===== config.mk =====
export PLATFORM = sky130hd
export DESIGN_NAME = dpram_bank_arbiter
export DESIGN_NICKNAME = d
export VERILOG_FILES = /design/src/rtl/dpram_pkg.sv /design/src/rtl/dpram_bank_decode.sv /design/src/rtl/dpram_bank_arbiter.sv
export SDC_FILE = /design/constraint.sdc
export NUM_CORES = 1
export LEC_CHECK = 0
export CORE_MARGIN = 2
export CORE_UTILIZATION = 35
export CTS_CLUSTER_SIZE = 20
export DETAILED_ROUTE_END_ITERATION = 7
export GPL_ROUTABILITY_DRIVEN = 1
export PLACE_DENSITY_LB_ADDON = 0.15
export SLEW_MARGIN = 5
export SYNTH_ARGS = -nofsm -noshare
export SYNTH_HDL_FRONTEND = slang
export SYNTH_SLANG_ARGS = --single-unit
export TNS_END_PERCENT = 10

===== constraint.sdc =====
create_clock -name clk -period 3.9 [get_ports clk]
set_input_delay 0.39 -clock clk [delete_from_list [all_inputs] [get_ports clk]]
set_output_delay 0.39 -clock clk [all_outputs]
set_load 0.01 [all_outputs]

===== src/rtl/dpram_pkg.sv =====
// Shared definitions for the dual-port RAM bank arbiter: priority state
// encoding and the bank-index width helper.
package dpram_pkg;

    typedef enum logic {
        PRI_A = 1'b0,
        PRI_B = 1'b1
    } pri_e;

    localparam int unsigned CNT_W = 16;

    // Bank index width for a power-of-two bank count; NUM_BANKS must be >= 2.
    function automatic int unsigned bank_bits(input int unsigned num_banks);
        return (num_banks > 1) ? $clog2(num_banks) : 1;
    endfunction

endpackage


===== src/rtl/dpram_bank_decode.sv =====
// Word address to bank index: the bank is selected by the top address bits.
module dpram_bank_decode
    import dpram_pkg::*;
#(
    parameter int unsigned ADDR_WIDTH = 6,
    parameter int unsigned NUM_BANKS  = 4
) (
    input  logic [ADDR_WIDTH-1:0]             addr_i,
    output logic [bank_bits(NUM_BANKS)-1:0]   bank_o
);

    localparam int unsigned BANK_W = bank_bits(NUM_BANKS);

    assign bank_o = addr_i[ADDR_WIDTH-1 -: BANK_W];

endmodule


===== src/rtl/dpram_bank_arbiter.sv =====
// Two-port front end for a banked dual-port RAM: same-bank requests are
// serialized with toggling priority, read responses return one cycle later.
module dpram_bank_arbiter
    import dpram_pkg::*;
#(
    parameter int unsigned DATA_WIDTH = 8,
    parameter int unsigned ADDR_WIDTH = 6,
    parameter int unsigned NUM_BANKS  = 4
) (
    input  logic                  clk,
    input  logic                  rst,

    input  logic                  req_valid_a,
    output logic                  req_ready_a,
    input  logic                  req_we_a,
    input  logic [ADDR_WIDTH-1:0] req_addr_a,
    input  logic [DATA_WIDTH-1:0] req_wdata_a,
    output logic                  rsp_valid_a,
    output logic [DATA_WIDTH-1:0] rsp_rdata_a,

    input  logic                  req_valid_b,
    output logic                  req_ready_b,
    input  logic                  req_we_b,
    input  logic [ADDR_WIDTH-1:0] req_addr_b,
    input  logic [DATA_WIDTH-1:0] req_wdata_b,
    output logic                  rsp_valid_b,
    output logic [DATA_WIDTH-1:0] rsp_rdata_b,

    output logic                  ram_we_a,
    output logic [ADDR_WIDTH-1:0] ram_addr_a,
    output logic [DATA_WIDTH-1:0] ram_din_a,
    input  logic [DATA_WIDTH-1:0] ram_dout_a,

    output logic                  ram_we_b,
    output logic [ADDR_WIDTH-1:0] ram_addr_b,
    output logic [DATA_WIDTH-1:0] ram_din_b,
    input  logic [DATA_WIDTH-1:0] ram_dout_b,

    output logic [CNT_W-1:0]      conflict_cnt
);

    localparam int unsigned BANK_W = bank_bits(NUM_BANKS);

    logic [BANK_W-1:0] bank_a;
    logic [BANK_W-1:0] bank_b;
    logic              conflict;
    logic              arb_a;
    logic              arb_b;
    pri_e              pri_q;
    pri_e              pri_d;
    logic              rsp_valid_a_q;
    logic              rsp_valid_a_d;
    logic              rsp_valid_b_q;
    logic              rsp_valid_b_d;
    logic [CNT_W-1:0]  cnt_q;
    logic [CNT_W-1:0]  cnt_d;

    dpram_bank_decode #(
        .ADDR_WIDTH (ADDR_WIDTH),
        .NUM_BANKS  (NUM_BANKS)
    ) u_decode_a (
        .addr_i (req_addr_a),
        .bank_o (bank_a)
    );

    dpram_bank_decode #(
        .ADDR_WIDTH (ADDR_WIDTH),
        .NUM_BANKS  (NUM_BANKS)
    ) u_decode_b (
        .addr_i (req_addr_b),
        .bank_o (bank_b)
    );

    assign conflict = req_valid_a && req_valid_b && (bank_a == bank_b);

    always_ff @(posedge clk or posedge rst) begin
        if (rst) begin
            pri_q <= PRI_A;
        end else begin
            pri_q <= pri_d;
        end
    end

    // Each resolved conflict hands priority to the port that just lost.
    always_comb begin
        pri_d = pri_q;
        if (conflict) begin
            pri_d = (pri_q == PRI_A) ? PRI_B : PRI_A;
        end
    end

    always_comb begin
        arb_a = req_valid_a && (!conflict || (pri_q == PRI_A));
        arb_b = req_valid_b && (!conflict || (pri_q == PRI_B));
    end

    // Reset gates only the outward grant; the response flops are held clear
    // by their async reset, so their next-state needs no reset term.
    assign req_ready_a = arb_a && !rst;
    assign req_ready_b = arb_b && !rst;
    assign ram_we_a    = req_ready_a && req_we_a;
    assign ram_we_b    = req_ready_b && req_we_b;
    assign ram_addr_a  = req_addr_a;
    assign ram_addr_b  = req_addr_b;
    assign ram_din_a   = req_wdata_a;
    assign ram_din_b   = req_wdata_b;

    always_comb begin
        rsp_valid_a_d = arb_a && !req_we_a;
        rsp_valid_b_d = arb_b && !req_we_b;
        cnt_d         = cnt_q;
        if (conflict && (cnt_q != '1)) begin
            cnt_d = cnt_q + CNT_W'(1);
        end
    end

    always_ff @(posedge clk or posedge rst) begin
        if (rst) begin
            rsp_valid_a_q <= 1'b0;
            rsp_valid_b_q <= 1'b0;
            cnt_q         <= '0;
        end else begin
            rsp_valid_a_q <= rsp_valid_a_d;
            rsp_valid_b_q <= rsp_valid_b_d;
            cnt_q         <= cnt_d;
        end
    end

    assign rsp_valid_a  = rsp_valid_a_q;
    assign rsp_valid_b  = rsp_valid_b_q;
    assign rsp_rdata_a  = ram_dout_a;
    assign rsp_rdata_b  = ram_dout_b;
    assign conflict_cnt = cnt_q;

endmodule


Yosys cells after proc, flatten, opt, wreduce, memory -nomap -nowiden
Index checks and enable logic that the tools add are counted.
{ "classes": {"addsub": 1, "eq_ne": 2, "mux": 1, "bitwise": 1, "reduce_logical": 17} }
{ "op_table": {"columns": ["operator", "count"], "rows": [
  ["$add A16 B1 Y16 const B", 1],
  ["$ne A16 B16 Y1 const B", 1],
  ["$logic_and A1 B1 Y1", 11],
  ["$logic_not A1 Y1", 4],
  ["$eq A2 B2 Y1", 1],
  ["$logic_or A1 B1 Y1", 2],
  ["$mux W1", 1],
  ["$not A1 Y1", 1]
]} }
{ "word_totals": {"ff_bits": 19} }

Depth between registers and ports, before layout
Gate-level depths: netlist of the first run.
{ "logic_depth": {"ltp_word": 7, "depth_mapped": 5, "mapped_depth_nobuf": 5} }

Modules after synthesis
From an unflattened synthesis of the first run, not the netlist that was laid out.
{ "unflattened": {"cells_unflattened": 144, "hier_area_um2": 1423.9} }
{ "by_module_without_submodules": {"columns": ["mod", "instances", "cells_each", "area_each_um2"], "rows": [
  ["dpram_bank_arbiter", 1, 140, 1393.8],
  ["dpram_bank_decode", 2, 2, 15.0]
]} }

Worst setup path before layout of the first run
No wires, ideal clock.
{ "synth_timing": {"kind": "input -> output", "start": "input req_addr_b[5]", "end": "output ram_we_a", "t_arrival_ps": 1533, "required_time_ps": 3510, "setup_slack_ps": 1977, "path_stages": 4, "path_cell_list": "xor2_1 -> nor3_1 -> a211oi_1 -> and2_1"} }
{ "synth_via": {"elab_chain_cells": 7} }
{ "synth_lines": {"columns": ["item", "line_no", "source"], "rows": [
  ["start: declaration", "dpram_bank_arbiter.sv:24", "input logic [ADDR_WIDTH-1:0] req_addr_b,"],
  ["$eq A2 B2 Y1", "dpram_bank_arbiter.sv:74", "assign conflict = req_valid_a && req_valid_b && (bank_a == bank_b);"],
  ["$logic_and A1 B1 Y1", "dpram_bank_arbiter.sv:74", null],
  ["$logic_not A1 Y1", "dpram_bank_arbiter.sv:93", "arb_a = req_valid_a && (!conflict || (pri_q == PRI_A));"],
  ["$logic_or A1 B1 Y1", "dpram_bank_arbiter.sv:93", null],
  ["$logic_and A1 B1 Y1", "dpram_bank_arbiter.sv:93", null],
  ["$logic_and A1 B1 Y1", "dpram_bank_arbiter.sv:99", "assign req_ready_a = arb_a && !rst;"],
  ["via req_ready_a", "dpram_bank_arbiter.sv:14", "output logic req_ready_a,"],
  ["$logic_and A1 B1 Y1", "dpram_bank_arbiter.sv:101", "assign ram_we_a = req_ready_a && req_we_a;"],
  ["end: declaration", "dpram_bank_arbiter.sv:29", "output logic ram_we_a,"]
]} }
The timed path passes the listed nets, and every way through them passes these cells.

Final worst setup path of the first run
{ "layout_timing": {"start": "input req_addr_b[4]", "end": "output ram_we_a"} }
{ "layout_via": {"elab_chain_cells": 7} }
{ "layout_lines": {"columns": ["item", "line_no"], "rows": [
  ["$eq A2 B2 Y1", "dpram_bank_arbiter.sv:74"],
  ["$logic_and A1 B1 Y1", "dpram_bank_arbiter.sv:74"],
  ["$logic_not A1 Y1", "dpram_bank_arbiter.sv:93"],
  ["$logic_or A1 B1 Y1", "dpram_bank_arbiter.sv:93"],
  ["$logic_and A1 B1 Y1", "dpram_bank_arbiter.sv:93"],
  ["$logic_and A1 B1 Y1", "dpram_bank_arbiter.sv:99"],
  ["$logic_and A1 B1 Y1", "dpram_bank_arbiter.sv:101"]
]} }
No other way between the ends.

==> metrics.csv, run 1 <==
metric,value,unit
outcome,"finished, final reports clean",
Final setup viols,0,
HP Class,reg -> reg,
Clock Skews,0.00611,ns
worst setup path category,in -> out,
Mapped Cells,140,
CTS tree,yes,
die area,4500,µm²
Total Wirelength,2810,µm
die height,67.1,µm
Worst path top cell family by delay,buffers and inverters,
chip width,67.1,µm
pins over their slew limit,0,
Cell Rows,22,
Mean Syn Cell Area,9.96,µm²
VDD IR max,174,µV
clk root buf,clkbuf_8,
RR Endpoint,conflict_cnt[1],
Routed WL per cell,15.5,µm
Boundary Pins,116,
Core Region,3740,µm²
# H-tree levels,1,
initial core utilization,37.2,%
Worst setup SP type,primary input,
Slew @ Worst Pin,0.733,ns
Crit path top cell by count,clkdlybuf4s50_1,
TritonCTS Buffers,3,
Leak,0.631,nW
# Post-CTS Setup Buffers,0,
Buf/Inv on CP,3,
Syn. warnings,0,
number of global-route vias before repair,919,
slowest CP cell,clkdlybuf4s50_1,
r2r setup slk,1.92,ns
CP Max Fanout,8,
post-CTS resize count,0,
Clock Sinks,19,
worst-case clock buffer depth,2,
clock latency on the worst-skew pair,0.26,ns
Final TNS setup,0,ns
Worst slew margin,51.1,%
R2R depth,5,
CP peak stage delay,0.53,ns
Congestion Overflow GR,0,
NumNets Final,185,
crit end category,primary output,
Final HPWL DP,2160,µm
total number of vias,928,
WHS Path Cells,1,
"most common cell after layout, fill and taps aside",clkdlybuf4s50_1,
n_diodes,0,
post-route minimum period,2.74,ns
Synth Register Bits,19,
Vias/cell,5.13,
Routed Antenna Nets,0,
largest net degree at the start of global routing,20,
post-synthesis sequential area ratio,34.1,%
"Arr. time, crit path",2.35,ns
f_max,364,MHz
synthesized area,1390,µm²
input/output buffers,35,
hold path startpoint,conflict_cnt[4],
Placed Instance Area,1460,µm²
Setup crit start,req_addr_b[4],
Worst Path Required,3.51,ns
GRT Util Overall,12.8,%
# DRC,0,
FF-to-FF Start,conflict_cnt[0],
syn nets,191,
fin area,1510,µm²
layout cell share with drive strength beyond 1,9.77,%
pwr dens,365,nW/µm²
Clock Pin Slew Worst Setup and Hold Paths,0.07,ns
first-pass GRT wire length,4400,µm
RSZ-0062 raised after global routing,false,
max cap viols,0,
cell chain of the critical path,"clkdlybuf4s50_1, xor2_1, nor3_1, buf_4, a211oi_1, and2_1, clkdlybuf4s50_1",
DR iter-0 viols,55,
Worst path depth,7,
TritonRoute pass-1 iters,4,
Final Hold Vio Count,0,
Area growth syn-to-layout,8.17,%
fin crit share,70.4,%
synth unique cells,31,
most frequent cells in the layout,"35 x clkdlybuf4s50_1, 19 x dfrtp_1, 11 x xor2_1",
initial antenna violation count,0,
Worst Hold End,conflict_cnt[4],
gpl congestion,0.760,
hold_buf cts,0,
state kept, by name, indices dropped and copies added (netlist names):
| signal | count |
|---|---|
| conflict_cnt | 16 |
| pri_q | 1 |
| rsp_valid_a | 1 |
| rsp_valid_b | 1 |
cell type report:
type / instances / area [µm²]
well taps: 48 / 60.1
multi-input cells: 71 / 558
flip-flops and latches: 19 / 475
clock buffers: 4 / 45.0
repair buffers: 36 / 358
fillers: 374 / 2240
inverters: 3 / 11.3
Yosys cell counts:
library cell	count	area (µm²)
o2111ai_1	2	17.5
buf_4	44	330
and2_1	3	18.8
nand4_2	2	25.0
clkbuf_1	1	3.75
a211oi_1	7	52.6
nor3_1	3	15.0
or3_4	1	11.3
nor4_1	1	6.26
nor2_1	3	11.3
o41ai_1	1	8.76
xnor2_1	6	52.6
inv_1	3	11.3
and3_1	3	18.8
ha_1	1	12.5
xor2_1	11	96.3
mux2_4	1	15.0
nand4_1	3	18.8
and4_1	2	17.5
buf_6	1	11.3
buf_1	1	3.75
dfrtp_1	19	475
a31oi_1	1	6.26
nor4b_1	1	8.76
a211oi_2	1	12.5
nand2_1	7	26.3
a21oi_2	1	8.76
nand3_1	6	30.0
nor3_4	1	16.3
a2111oi_0	1	8.76
nor4_4	2	42.5
kinds of logic after synthesis:
kind of cell	count (synthesis)	share of synthesized area (%)
buffers and inverters	50	25.9
DFF	19	34.1
and+or+nand+nor	38	19.1
xor gates and xnor gates	17	10.7
adders and majority gates	1	0.898
muxes	1	1.08
AOI/OAI and AO/OA	14	8.26
worst register-to-register path, cell delays in order (launching register included):
cell     delay, ns
dfrtp_1       0.46
ha_1          0.29
nand2_1       0.15
nor3_4        0.49
a21oi_2       0.15
mux2_4        0.32
routing by layer:
metal | vias to the layer above | global-route usage (%) | part of all wire, %
met2 | 39 | 20.3 | 47
met5 | - | 0 | 0
li1 | 430 | - | -
met4 | 0 | 4.59 | 1.7
met3 | 16 | 4.90 | 9.3
met1 | 443 | 15.8 | 42
metrics by stage:
step / hold slack [ns] / setup WS, ns / std cells / power [mW] / utilization [%]
4_1_cts: 0.515 / 1.15 / 181 / 0.558 / 40.3
5_1_grt: 0.540 / 1.07 / 181 / 0.585 / 40.3
6_report: 0.510 / 1.16 / 181 / 0.551 / 40.3
2_1_floorplan: 0.341 / 1.98 / 140 / 0.375 / -
3_3_place_gp: 0.499 / 1.20 / 177 / 0.415 / 39.1
3_5_place_dp: 0.500 / 1.16 / 177 / 0.416 / 39.1
report_power, final:
| part | internal [mW] | switching [mW] |
|---|---|---|
| Sequential | 0.225 | 0.0426 |
| Combinational | 0.0844 | 0.0587 |
| Clock | 0.0727 | 0.0667 |
worst max path at each step:
stage	end	slack, ns
final	ram_we_a	1.16
after global routing	ram_we_a	1.07
after CTS	ram_we_a	1.15
after detailed placement	ram_we_a	1.16
after global placement	ram_we_a	1.20
after floorplan	ram_we_a	1.98
Power figures use the tool's default switching activity.
==> run 2: changes to the inputs <==
--- a/config.mk
+++ b/config.mk
@@ -6,7 +6,7 @@
 export NUM_CORES = 1
 export LEC_CHECK = 0
 export CORE_MARGIN = 2
-export CORE_UTILIZATION = 35
+export CORE_UTILIZATION = 32
 export CTS_CLUSTER_SIZE = 20
 export DETAILED_ROUTE_END_ITERATION = 7
 export GPL_ROUTABILITY_DRIVEN = 1
==> constraint.sdc (replaced) <==
create_clock -name clk -period 2.6 [get_ports clk]
set_input_delay 0.26 -clock clk [delete_from_list [all_inputs] [get_ports clk]]
set_output_delay 0.26 -clock clk [all_outputs]
set_load 0.01 [all_outputs]
==> metrics.csv, run 2 (synthesis gave the netlist of run 1 again) <==
metric,value,unit,change
Area growth syn-to-layout,8.62,%,was 8.17%
TritonCTS Buffers,3,,unchanged
P_int,0.572,mW,was 0.383 mW
f_max,420,MHz,
DR iter-0 viols,25,,was 55
met3 routed WL,209,µm,was 260 µm
# DRC,0,,unchanged
Vias/cell,5.06,,was 5.13
fin area,1510,µm²,about the same
CP Max Fanout,3,,was 8
post-route minimum period,2.38,ns,
outcome,"finished, final reports clean",,unchanged
Crit path top cell by count,clkdlybuf4s50_1,,unchanged
Boundary Pins,116,,unchanged
Clock Skews,0.00402,ns,was 0.00611 ns
Cell Rows,24,,was 22
Routed WL per cell,15.4,µm,was 15.5 µm
Comb power frac,26.1,%,was 26.0%
Net Switching,0.251,mW,was 0.168 mW
Total Wirelength,2850,µm,was 2810 µm
post-CTS resize count,0,,unchanged
input/output buffers,35,,unchanged
cell chain of the critical path,"clkdlybuf4s50_1, xor2_1, nor3_1, a211oi_1, and2_1, clkdlybuf4s50_1",,"was clkdlybuf4s50_1, xor2_1, nor3_1, buf_4, a211oi_1, and2_1, clkdlybuf4s50_1"
Clock Sinks,19,,unchanged
number of global-route vias before repair,932,,was 919
met2 wire length,1350,µm,was 1310 µm
"Arr. time, crit path",2.12,ns,was 2.35 ns
max FFs per register,16,,unchanged
slowest CP cell,clkdlybuf4s50_1,,unchanged
CTS tree,yes,,unchanged
worst setup path category,in -> out,,unchanged
Placed Instance Area,1470,µm²,was 1460 µm²
Leak,0.634,nW,was 0.631 nW
Core Region,4260,µm²,was 3740 µm²
sequential power share,49.0,%,was 48.7%
Final HPWL DP,2190,µm,was 2160 µm
total number of vias,936,,was 928
Worst Path Required,2.34,ns,was 3.51 ns
GRT Util Overall,11.7,%,was 12.8%
fin worst setup slack,0.219,ns,was 1.16 ns
Worst setup SP type,primary input,,unchanged
VDD IR max,318,µV,was 174 µV
DR top layer,met4,,unchanged
Worst slew margin,51.8,%,was 51.1%
hold_buf cts,0,,unchanged
# H-tree levels,1,,unchanged
clock latency on the worst-skew pair,0.25,ns,was 0.26 ns
Placement Setup Slack,0.205,ns,was 1.16 ns
layout cell share with drive strength beyond 1,10.5,%,was 9.77%
worst-case clock buffer depth,2,,unchanged
crit end category,primary output,,unchanged
first-pass GRT wire length,4550,µm,was 4400 µm
final hold slack,0.484,ns,was 0.510 ns
Routed Antenna Nets,0,,unchanged
die height,70,µm,was 67.1 µm
Final TNS setup,0,ns,unchanged
Slew @ Worst Pin,0.723,ns,was 0.733 ns
pins over their slew limit,0,,unchanged
CP peak stage delay,0.54,ns,was 0.53 ns
clk root buf,clkbuf_8,,unchanged
most frequent cells in the layout,"35 x clkdlybuf4s50_1, 19 x dfrtp_1, 11 x xor2_1",,unchanged
NumNets Final,185,,unchanged
n_diodes,0,,unchanged
RSZ-0062 raised after global routing,false,,unchanged
M1 WL,1150,µm,was 1190 µm
TritonRoute pass-1 iters,4,,unchanged
initial antenna violation count,0,,unchanged
initial core utilization,32.7,%,was 37.2%
chip width,70,µm,was 67.1 µm
die area,4900,µm²,was 4500 µm²
gpl congestion,0.752,,was 0.760
max cap viols,0,,unchanged
HP Class,in -> async,,was reg -> reg
Congestion Overflow GR,0,,unchanged
# Post-CTS Setup Buffers,0,,unchanged
pwr dens,544,nW/µm²,was 365 nW/µm²
Clock Power Share,24.8,%,was 25.3%
Total Power,0.823,mW,was 0.551 mW
fin crit share,91.6,%,
Final setup viols,0,,unchanged
Clock Pin Slew Worst Setup and Hold Paths,0.07,ns,about the same
"most common cell after layout, fill and taps aside",clkdlybuf4s50_1,,unchanged
largest net degree at the start of global routing,20,,unchanged
Final Hold Vio Count,0,,unchanged
Switching Share,30.5,%,about the same
## run 2: changes by cell type in the layout (fill, tap and decap cells not counted), sizes merged
cell,change
clkbuf,-1
clkinv,+1
## run 2: power by group through the flow
stage               Clock (mW)  Sequential (mW)  Combinational [mW]
finish                   0.204            0.403               0.215
global route             0.227            0.416               0.231
CTS                      0.211            0.405               0.221
detailed placement           0            0.410               0.220
global placement             0            0.411               0.216
floorplan                    0            0.409               0.152
## run 2: layout make-up
cell class | instances | area [µm²]
Fill cell | 433 | 2750
Clock inverter | 1 | 5.00
Clock buffer | 3 | 41.3
Sequential cell | 19 | 475
Inverter | 3 | 11.3
Multi-Input combinational cell | 71 | 558
Timing Repair Buffer | 36 | 358
Tap cell | 52 | 65.1
## run 2: final timing paths
check | depth (start not counted) | to | slack, ns | from
max in group asynchronous | 2 | conflict_cnt[15] | 1.66 | rst
setup reg to reg | 5 | conflict_cnt[1] | 0.62 | conflict_cnt[0]
min in group clk | 1 | conflict_cnt[4] | 0.51 | conflict_cnt[4]
setup / recovery | 6 | ram_we_a | 0.22 | req_addr_a[5]
hold / removal | 2 | conflict_cnt[10] | 0.48 | rst
hold reg to reg | 1 | conflict_cnt[4] | 0.51 | conflict_cnt[4]
## run 2: critical path: cells and delay by family
| family | cells | cell delay (ns) |
|---|---|---|
| compound gates | 1 | 0.32 |
| buf+inv | 2 | 1.03 |
| xor+xnor | 1 | 0.24 |
| simple gates | 2 | 0.28 |
## run 2: stage by stage
stage,util (%),instances
2_1_floorplan,-,140
3_3_place_gp,34.4,181
3_5_place_dp,34.4,181
4_1_cts,35.5,185
5_1_grt,35.5,185
6_report,35.5,185
## run 2: layer usage
layer / global-route usage (%) / vias to the layer above
li1: - / 432
met1: 14.2 / 439
met5: 0 / -
met4: 8.55 / 0
met2: 18.0 / 40
met3: 2.89 / 25
==> run 3: changes to the inputs <==
--- a/config.mk
+++ b/config.mk
@@ -5,12 +5,13 @@
 export SDC_FILE = /design/constraint.sdc
 export NUM_CORES = 1
 export LEC_CHECK = 0
+export ABC_AREA = 1
 export CORE_MARGIN = 2
-export CORE_UTILIZATION = 32
+export CORE_UTILIZATION = 34
 export CTS_CLUSTER_SIZE = 20
 export DETAILED_ROUTE_END_ITERATION = 7
 export GPL_ROUTABILITY_DRIVEN = 1
-export PLACE_DENSITY_LB_ADDON = 0.15
+export PLACE_DENSITY = 0.81
 export SLEW_MARGIN = 5
 export SYNTH_ARGS = -nofsm -noshare
 export SYNTH_HDL_FRONTEND = slang
==> metrics.csv, run 3 <==
metric,value,unit,change
outcome,"finished, final reports clean",,unchanged
Clock Skews,0.000875,ns,was 0.00402 ns
layout cell share with drive strength beyond 1,5.16,%,was 10.5%
Clock Sinks,19,,unchanged
Synth Area in Simple Gates,33.8,%,was 19.1%
Mean Syn Cell Area,6.89,µm²,was 9.96 µm²
P_int,0.577,mW,was 0.572 mW
Yosys top cell area share,31.4,%,was 34.1%
# DRC,0,,unchanged
n_diodes,0,,unchanged
CP Max Fanout,3,,unchanged
Finished Layout Cells,265,,was 185
largest family of logic cells by synthesized area,simple AND/OR/NAND/NOR gates,,was buffers and inverters
RSZ-0062 raised after global routing,false,,unchanged
Placement Setup Slack,0.494,ns,was 0.205 ns
gpl congestion,0.796,,was 0.752
VDD IR max,182,µV,was 318 µV
GRT Util Overall,12.1,%,was 11.7%
largest net degree at the start of global routing,20,,unchanged
post-CTS resize count,0,,unchanged
# H-tree levels,1,,unchanged
Syn. warnings,0,,unchanged
Final HPWL DP,2210,µm,was 2190 µm
multiplexer area fraction after synthesis,0,%,was 1.08%
Worst slew margin,50.5,%,was 51.8%
crit end category,primary output,,unchanged
max cap viols,0,,unchanged
HP Class,reg -> reg,,was in -> async
pins over their slew limit,0,,unchanged
Yosys top cell by area,dfrtp_1,,unchanged
pwr dens,528,nW/µm²,was 544 nW/µm²
"EDFF count, synth",0,,unchanged
NumNets Final,265,,was 185
Routed WL per cell,11.0,µm,was 15.4 µm
first-pass GRT wire length,4960,µm,was 4550 µm
sequential power share,46.5,%,was 49.0%
worst-case clock buffer depth,2,,unchanged
async set or reset register ratio after synthesis,100,%,unchanged
Final Hold Vio Count,0,,unchanged
Leak,0.751,nW,was 0.634 nW
clk root buf,clkbuf_8,,unchanged
fin crit share,81.1,%,was 91.6%
Mapped Cells,220,,was 140
Worst Path Required,2.34,ns,about the same
Clock Power Share,23.8,%,was 24.8%
Cell Rows,24,,unchanged
number of global-route vias before repair,1127,,was 932
die height,70.8,µm,was 70 µm
Comb power frac,29.7,%,was 26.1%
synthesized area,1520,µm²,was 1390 µm²
"most common cell after layout, fill and taps aside",nand2_1,,was clkdlybuf4s50_1
most frequent cells in the layout,"81 x nand2_1, 35 x clkdlybuf4s50_1, 20 x nor2_1",,"was 35 x clkdlybuf4s50_1, 19 x dfrtp_1, 11 x xor2_1"
clock latency on the worst-skew pair,0.26,ns,was 0.25 ns
Routed Antenna Nets,0,,unchanged
DR iter-0 viols,94,,was 25
XOR/XNOR Fraction of Synth Area,4.04,%,was 10.7%
CTS tree,yes,,unchanged
Synth area leaders,"dfrtp_1 31%, buf_4 22%, nand2_1 20%",,"was dfrtp_1 34%, buf_4 24%, xor2_1 6.9%"
Post-Synth Adder-Cell Area,0.825,%,was 0.898%
max FFs per register,16,,unchanged
total number of vias,1188,,was 936
syn nets,271,,was 191
Core Region,4320,µm²,was 4260 µm²
Boundary Pins,116,,unchanged
worst setup path category,in -> out,,unchanged
chip width,70.8,µm,was 70 µm
input/output buffers,35,,unchanged
"count leader, synth",nand2_1,,was buf_4
TritonCTS Buffers,3,,unchanged
f_max,475,MHz,was 420 MHz
Area growth syn-to-layout,7.10,%,was 8.62%
initial core utilization,35.1,%,was 32.7%
Vias/cell,4.48,,was 5.06
hold_buf cts,0,,unchanged
Congestion Overflow GR,0,,unchanged
post-synthesis sequential area ratio,31.4,%,was 34.1%
Synth Area in Compound Gates,1.98,%,was 8.26%
fillers,447,,was 433
Final TNS setup,0,ns,unchanged
post-route minimum period,2.11,ns,was 2.38 ns
# Post-CTS Setup Buffers,0,,unchanged
Switching Share,32.6,%,was 30.5%
"Arr. time, crit path",1.85,ns,was 2.12 ns
fin worst setup slack,0.493,ns,was 0.219 ns
die area,5010,µm²,was 4900 µm²
Clock Pin Slew Worst Setup and Hold Paths,0.07,ns,about the same
Final setup viols,0,,unchanged
Worst setup SP type,primary input,,unchanged
most common library cells after synthesis,"81 x nand2_1, 45 x buf_4, 20 x nor2_1",,"was 44 x buf_4, 19 x dfrtp_1, 11 x xor2_1"
Synth Flop Type,dfrtp_1,,unchanged
Slew @ Worst Pin,0.742,ns,was 0.723 ns
Synth Register Bits,19,,unchanged
Total Wirelength,2900,µm,was 2850 µm
synth unique cells,18,,was 31
Net Switching,0.280,mW,was 0.251 mW
cell count after placement,261,,was 181
TritonRoute pass-1 iters,4,,unchanged
initial antenna violation count,0,,unchanged
run 3: power groups by stage:
| stage | registers [mW] | clock network, mW | logic (mW) |
|---|---|---|---|
| 6_report | 0.399 | 0.204 | 0.254 |
| 5_1_grt | 0.405 | 0.225 | 0.282 |
| 4_1_cts | 0.398 | 0.212 | 0.258 |
| 3_5_place_dp | 0.403 | 0 | 0.257 |
| 3_3_place_gp | 0.401 | 0 | 0.250 |
| 2_1_floorplan | 0.410 | 0 | 0.182 |
run 3: final timing paths:
check | start | end | slack [ns] | cells after the start
setup / recovery | req_addr_b[4] | ram_we_b | 0.49 | 9
hold / removal | pri_q | pri_q | 0.52 | 2
setup reg to reg | conflict_cnt[0] | conflict_cnt[6] | 0.77 | 9
hold reg to reg | pri_q | pri_q | 0.52 | 2
max in group asynchronous | rst | conflict_cnt[4] | 1.59 | 2
min in group asynchronous | rst | rsp_valid_a | 0.55 | 2
run 3: kinds of logic (layout without fill, tap and decap cells):
| group | count (synthesis) | in the layout |
|---|---|---|
| AO/OA/AOI/OAI | 6 | 6 |
| XOR/XNOR | 7 | 7 |
| adder cells (fa/ha/maj) | 1 | 1 |
| buffers and inverters | 64 | 57 |
| flip-flops | 19 | 19 |
| AND/OR/NAND/NOR | 123 | 123 |
run 3: critical path: stages:
cell,delay (ns)
clkdlybuf4s50_1,0.50
inv_1,0.05
nand2_1,0.06
nand2_1,0.05
nor2_1,0.16
nand3_1,0.12
nand2_1,0.12
nor3_1,0.05
clkdlybuf4s50_1,0.48
run 3: layer usage:
metal  GRT usage [%]  wire, µm  vias up
li1                -         -      617
met1            15.6      1300      523
met2            19.0      1340       35
met3            2.28       173       13
met4            6.71        88        0
met5               0         0        -
run 3: cell type report:
class | count | area, µm² | share of cell area [%]
sequential | 19 | 475 | 29.3
timing repair buffer | 36 | 358 | 22.0
tap | 52 | 65.1 | 4.01
multi-input combinational | 137 | 617 | 38.0
inverter | 17 | 63.8 | 3.93
clock buffer | 4 | 45.0 | 2.77
run 3: stage by stage:
| step | total power, mW | hold slack [ns] | instance area, µm² | util (%) |
|---|---|---|---|---|
| 2_1_floorplan | 0.592 | 0.211 | 1520 | - |
| 5_1_grt | 0.912 | 0.520 | 1620 | 37.6 |
| 4_1_cts | 0.868 | 0.515 | 1620 | 37.6 |
| 3_5_place_dp | 0.660 | 0.495 | 1580 | 36.5 |
| 6_report | 0.857 | 0.517 | 1620 | 37.6 |
| 3_3_place_gp | 0.651 | 0.500 | 1580 | 36.5 |
